===== config.mk =====
export PLATFORM = sky130hd
export DESIGN_NAME = div_unit
export DESIGN_NICKNAME = d
export VERILOG_FILES = /design/src/rtl/div_unit.sv
export SDC_FILE = /design/constraint.sdc
export NUM_CORES = 1
export LEC_CHECK = 0
export ABC_AREA = 1
export BUFFER_PORTS_ARGS = -buffer_cell sky130_fd_sc_hd__clkbuf_2
export CORE_MARGIN = 3
export CORE_UTILIZATION = 26
export CTS_CLUSTER_DIAMETER = 80
export DETAILED_ROUTE_END_ITERATION = 16
export PLACE_DENSITY = 0.4
export SYNTH_ARGS = -nofsm -noshare
export SYNTH_HDL_FRONTEND = slang
export SYNTH_SLANG_ARGS = --single-unit

===== constraint.sdc =====
create_clock -name clk -period 2.38 [get_ports clk]
set_input_delay 0.357 -clock clk [delete_from_list [all_inputs] [get_ports clk]]
set_output_delay 0.357 -clock clk [all_outputs]
set_load 0.01 [all_outputs]

===== src/rtl/div_unit.sv =====
// Iterative restoring divider for DIV/DIVU: one quotient bit per cycle, quotient -> LO, remainder -> HI.
// Fixed latency of WIDTH+2 edges from accept to done, independent of operand values.
module div_unit #(
    parameter int WIDTH = 32
) (
    input  logic             clk,
    input  logic             reset_n,
    input  logic             start,
    input  logic             flush,
    input  logic             Unsigned,
    input  logic [WIDTH-1:0] op1,
    input  logic [WIDTH-1:0] op2,
    output logic             busy,
    output logic             done,
    output logic [WIDTH-1:0] quotient,
    output logic [WIDTH-1:0] remainder
);

    localparam int CW = $clog2(WIDTH);

    typedef enum logic [1:0] {
        IDLE,
        CALC,
        FIX
    } state_t;

    state_t           r_state;
    logic [CW-1:0]    r_cnt;
    logic [WIDTH-1:0] r_dvd;
    logic [WIDTH-1:0] r_rem;
    logic [WIDTH-1:0] r_dvs;
    logic             r_sign_q;
    logic             r_sign_r;
    logic             r_div0;
    logic             r_done;
    logic [WIDTH-1:0] r_quo;
    logic [WIDTH-1:0] r_rmd;

    logic             w_neg1;
    logic             w_neg2;
    logic [WIDTH-1:0] w_abs1;
    logic [WIDTH-1:0] w_abs2;
    logic [WIDTH:0]   w_shift;
    logic [WIDTH-1:0] w_sub;
    logic             w_ge;
    logic [WIDTH-1:0] w_rem_next;
    logic [WIDTH-1:0] w_q_fix;
    logic [WIDTH-1:0] w_r_fix;

    // Magnitude of the most-negative operand wraps to 2^(WIDTH-1), which is correct read as unsigned.
    assign w_neg1 = ~Unsigned & op1[WIDTH-1];
    assign w_neg2 = ~Unsigned & op2[WIDTH-1];
    assign w_abs1 = w_neg1 ? -op1 : op1;
    assign w_abs2 = w_neg2 ? -op2 : op2;

    // Partial remainder is WIDTH+1 bits; the trial difference always fits WIDTH bits when it is kept.
    assign w_shift    = {r_rem, r_dvd[WIDTH-1]};
    assign w_ge       = (w_shift >= {1'b0, r_dvs});
    assign w_sub      = w_shift[WIDTH-1:0] - r_dvs;
    assign w_rem_next = w_ge ? w_sub : w_shift[WIDTH-1:0];

    // With a zero divisor the remainder ends as |op1|; the normal sign fix restores op1 exactly.
    assign w_q_fix = r_div0 ? '1 : (r_sign_q ? -r_dvd : r_dvd);
    assign w_r_fix = r_sign_r ? -r_rem : r_rem;

    always_ff @(posedge clk) begin
        if (!reset_n) begin
            r_state  <= IDLE;
            r_cnt    <= '0;
            r_dvd    <= '0;
            r_rem    <= '0;
            r_dvs    <= '0;
            r_sign_q <= 1'b0;
            r_sign_r <= 1'b0;
            r_div0   <= 1'b0;
            r_done   <= 1'b0;
            r_quo    <= '0;
            r_rmd    <= '0;
        end else begin
            r_done <= 1'b0;
            case (r_state)
                IDLE: begin
                    if (start && !flush) begin
                        r_dvd    <= w_abs1;
                        r_dvs    <= w_abs2;
                        r_rem    <= '0;
                        r_sign_q <= w_neg1 ^ w_neg2;
                        r_sign_r <= w_neg1;
                        r_div0   <= (op2 == '0);
                        r_cnt    <= CW'(WIDTH - 1);
                        r_state  <= CALC;
                    end
                end
                CALC: begin
                    if (flush) begin
                        r_state <= IDLE;
                    end else begin
                        r_rem <= w_rem_next;
                        r_dvd <= {r_dvd[WIDTH-2:0], w_ge};
                        if (r_cnt == '0) begin
                            r_state <= FIX;
                        end else begin
                            r_cnt <= r_cnt - CW'(1);
                        end
                    end
                end
                FIX: begin
                    r_state <= IDLE;
                    if (!flush) begin
                        r_quo  <= w_q_fix;
                        r_rmd  <= w_r_fix;
                        r_done <= 1'b1;
                    end
                end
                default: r_state <= IDLE;
            endcase
        end
    end

    assign busy      = (r_state != IDLE);
    assign done      = r_done;
    assign quotient  = r_quo;
    assign remainder = r_rmd;

endmodule


==> flow_summary_export.csv <==
group,metric,value,unit
run_status,outcome,"finished, final reports clean",
floorplanning,floorplan.initialDensity,26.6,%
cells_and_area,share_of_post_route_cells_with_drive_strength_above_1,17.5,%
yosys,synth_area_leaders,"dfxtp_1, nand2_1, inv_1",
global_route,antenna_found_initial,0,
floorplanning,floorplan.io_pins,135,
global_route,grt_use_total,19.4,%
floorplanning,rows,79,
timing,setup_viol,0,
cells_and_area,utilization,33.0,%
placed_design,gp_congestion,0.921,
clocking,root_buffer,"clkbuf_16",
worst_hold_path,holdPathEnd,"r_dvd[28]",
yosys,synth.lib_cells_used.distinct,47,
timing,tns,0,ps
global_route,grt_overflow_total,0,
global_route,grt_first_pass_wirelength,76300,um
critical_path,worstReg2RegEnd,"r_rem[21]",
cells_and_area,fin_cells,2857,
worst_hold_path,min_delay_path_class,"primary input to register",
yosys,ys_seq_elements,171,
drt,detail_route.wl_per_cell,17.1,um
job,maxCapViolations,0,
pwr,power_switching_share,34.0,%
pwr,pwr-share-clk,36.1,%
cells_and_area,sequential_cell_area,3430,um^2
timing,finalHoldViolCount,0,
pwr,power.density,513,nW/um^2
critical_path,cp_slowest_cell,"dfxtp_1",
critical_path,critical_path_depth,13,
drt,post-route-drc-count,0,
critical_path,cp_common_cell,"nand2_1",
drt,drt-vias-per-instance,4.74,
drt,wl,49000,um
clocking,h-tree-depth,4,
critical_path,rr_startpoint,"r_rem[24]",
timing,report.final.slew_viol_count,0,
floorplanning,die_area,50900,um^2
pwr,p_leak,7.80,nW
yosys,yosys_warnings,0,
yosys,syn_nets,2152,
pwr,intPower,5.26,mW
placed_design,place_inst,2822,
yosys,post_synth_instance_area,12500,um^2
critical_path,rrSetupSlack,120,ps
critical_path,rr_worst_depth,13,
timing,finalCriticalPeriod,2260,ps
critical_path,critical_path_s_largest_stage_delay,460,ps
yosys,ys_seq_area_share,27.3,%
clocking,tritoncts.num_buffers,17,
yosys,number_of_enable_flip_flop_cells_after_synthesis,0,
yosys,postSynthCellCount,2044,
placed_design,dp_slack,-135,ps
worst_hold_path,worstHoldStart,"op1[28]",
pwr,power.switching,2.71,mW
clocking,max-clock-path-buffers,2,
critical_path,cp_data_required_time,2750,ps
drt,via_count,13500,
pwr,pwr-share-seq,38.7,%
placed_design,numPortBuffers,134,
yosys,average_footprint_of_a_synthesized_cell,6.13,um^2
critical_path,crit_fanout,21,
floorplanning,core_area,47100,um^2
cells_and_area,antennaDiodeCount,0,
pwr,ir_worst_vdd,513,uV
placed_design,hpwlAfterDp,39300,um
yosys,synth_top_cell_by_area,"dfxtp_1",
timing,worst_slew_margin_rel,62.2,%
pwr,part_of_the_power_in_combinational_logic,25.2,%
critical_path,path_cells,"ha_2 > nand2_1 > inv_1 > nand2_1 > nor2_1 > nand2_1 > nand2_1 > nor2_4 > nand2_4 > buf_12 > nand2_1 > nand3_2 > a21oi_2",
critical_path,startpoint,"r_rem[24]",
critical_path,path_delay_family,"simple AND/OR/NAND/NOR gates",
critical_path,critPathLaunchType,"register",
cells_and_area,fillers,5346,
timing,final_critical_path_setup_slack,119,ps
drt,drt_iter0_drc,905,
cells_and_area,areaGrowthSynthToFinish,24.0,%
cells_and_area,multi_input_comb_area,7820,um^2
clocking,worst_setup_hold_path_clk_slew,70,ps
global_route,first_global_vias,13100,
critical_path,crit_type,"register to register",
clocking,ctsHoldBuffers,0,
drt,final_antenna_net_count,0,
pwr,power.total,7.97,mW
timing,period_share,95.0,%
clocking,insertion_delay,460,ps
timing,rsz_0062_raised_after_global_routing,"true",
critical_path,crit_arrival,2630,ps
timing,achievable-frequency,442,MHz
critical_path,critical_path.endpoint_type,"register",
yosys,post-synth-top-area-fraction,27.3,%
timing,worst_slew_pin_slew,566,ps
clocking,clock_tree_from_tritoncts,"yes",
timing,worst_clock_skew,17.2,ps
floorplanning,die-height,226,um
floorplanning,die_width,226,um
yosys,synth_ff_type,"dfxtp_1",
drt,dr.pass1.iters,7,
yosys,synth-async-reset-ratio,0,%
global_route,grt_start_max_net_pins,92,
cells_and_area,layout.nets,2345,
critical_path,worst-path-buf-inv,2,
worst_hold_path,min_path_cells,4,
clocking,tritoncts_num_sinks,171,
metrics by stage:
step	instance area [um^2]	hold slack [ps]
3_5_place_dp	14600	485
6_report	15500	204
4_1_cts	15200	178
5_1_grt	15500	199
2_1_floorplan	12500	445
3_3_place_gp	14600	475
sequential cells by signal, summed over array words and instances (netlist names):
| signal | cells |
|---|---|
| quotient | 32 |
| r_dvd | 32 |
| r_dvs | 32 |
| r_rem | 32 |
| remainder | 32 |
| r_cnt | 5 |
| r_state | 2 |
| done | 1 |
| r_div0 | 1 |
| r_sign_q | 1 |
| r_sign_r | 1 |
cell usage after synthesis (12+ instances only):
master	instances
xnor2_1	21
o221ai_1	17
nand2_1	502
dfxtp_1	171
ha_1	38
o21ai_0	150
a31oi_1	16
nor3_1	21
inv_1	330
nand4_1	24
a21oi_1	161
nand3_1	174
clkbuf_1	51
nor2_2	12
xor2_1	47
nand3_2	13
nor2_1	154
o211ai_1	20
tightest hold or removal path: stages:
cell and delay (ps):
clkbuf_2 90, nand2_1 50, nand3_1 70, a21oi_1 50
worst max path at each step:
stage                      endpoint  slack, ps
after detailed placement  r_rem[19]       -140
after floorplan           r_rem[10]        420
after global routing      r_rem[28]        -20
after CTS                 r_rem[24]         40
after global placement    r_rem[21]       -190
final                     r_rem[21]        120
power groups by stage:
stage	Clock (mW)	Combinational [mW]	Sequential, mW
2_1_floorplan	0	1.19	3.11
3_3_place_gp	0	1.94	3.15
3_5_place_dp	0	1.93	3.15
4_1_cts	2.96	1.95	3.08
5_1_grt	3.06	2.27	3.10
6_report	2.88	2.01	3.08
metal layers:
metal	GRT usage, %	vias to the layer above	part of all wire [%]
met3	2.63	46	3.3
met4	5.06	0	2.1
met2	32.2	231	47
met5	0	-	0
met1	26.4	6254	48
li1	-	7002	-
cells in the final DEF, fill, tap and decap left out, drive strengths merged, types with 10 or more instances in the layout:
cell      n
a21oi   161
a31oi    16
buf     117
clkbuf  154
dfxtp   171
ha       38
inv     342
nand2   510
nand3   187
nand3b   11
nand4    24
nor2    169
nor3     24
o211ai   20
o21ai   158
o221ai   17
or2      10
xnor2    21
xor2     47
logic make-up (layout without fill, tap and decap cells):
kind of cell,count (synthesis),in the layout,synth area share [%]
AND/OR/NAND/NOR,947,947,33.0
buffers and inverters,415,621,13.0
AO/OA/AOI/OAI,404,404,18.0
flip-flops,171,171,27.3
XOR/XNOR,68,68,4.75
adder cells (fa/ha/maj),39,39,3.95
final cells by class:
class                   instances  share of cell area, %
repair buffers                250                   10.8
inverters                     339                   8.19
well taps                     607                   4.89
clock inverters                11                  0.692
clock buffers                  21                   3.03
multi-input cells            1458                   50.3
flip-flops and latches        171                   22.1
repair_timing:
item / 4_1_cts / 5_1_grt
setup endpoints to repair: 30 / 40
gates cloned: 0 / 0
buffers inserted: 1 / 2
pin swaps: 2 / 6
resized for setup: 13 / 54
Power figures use the tool's default switching activity.
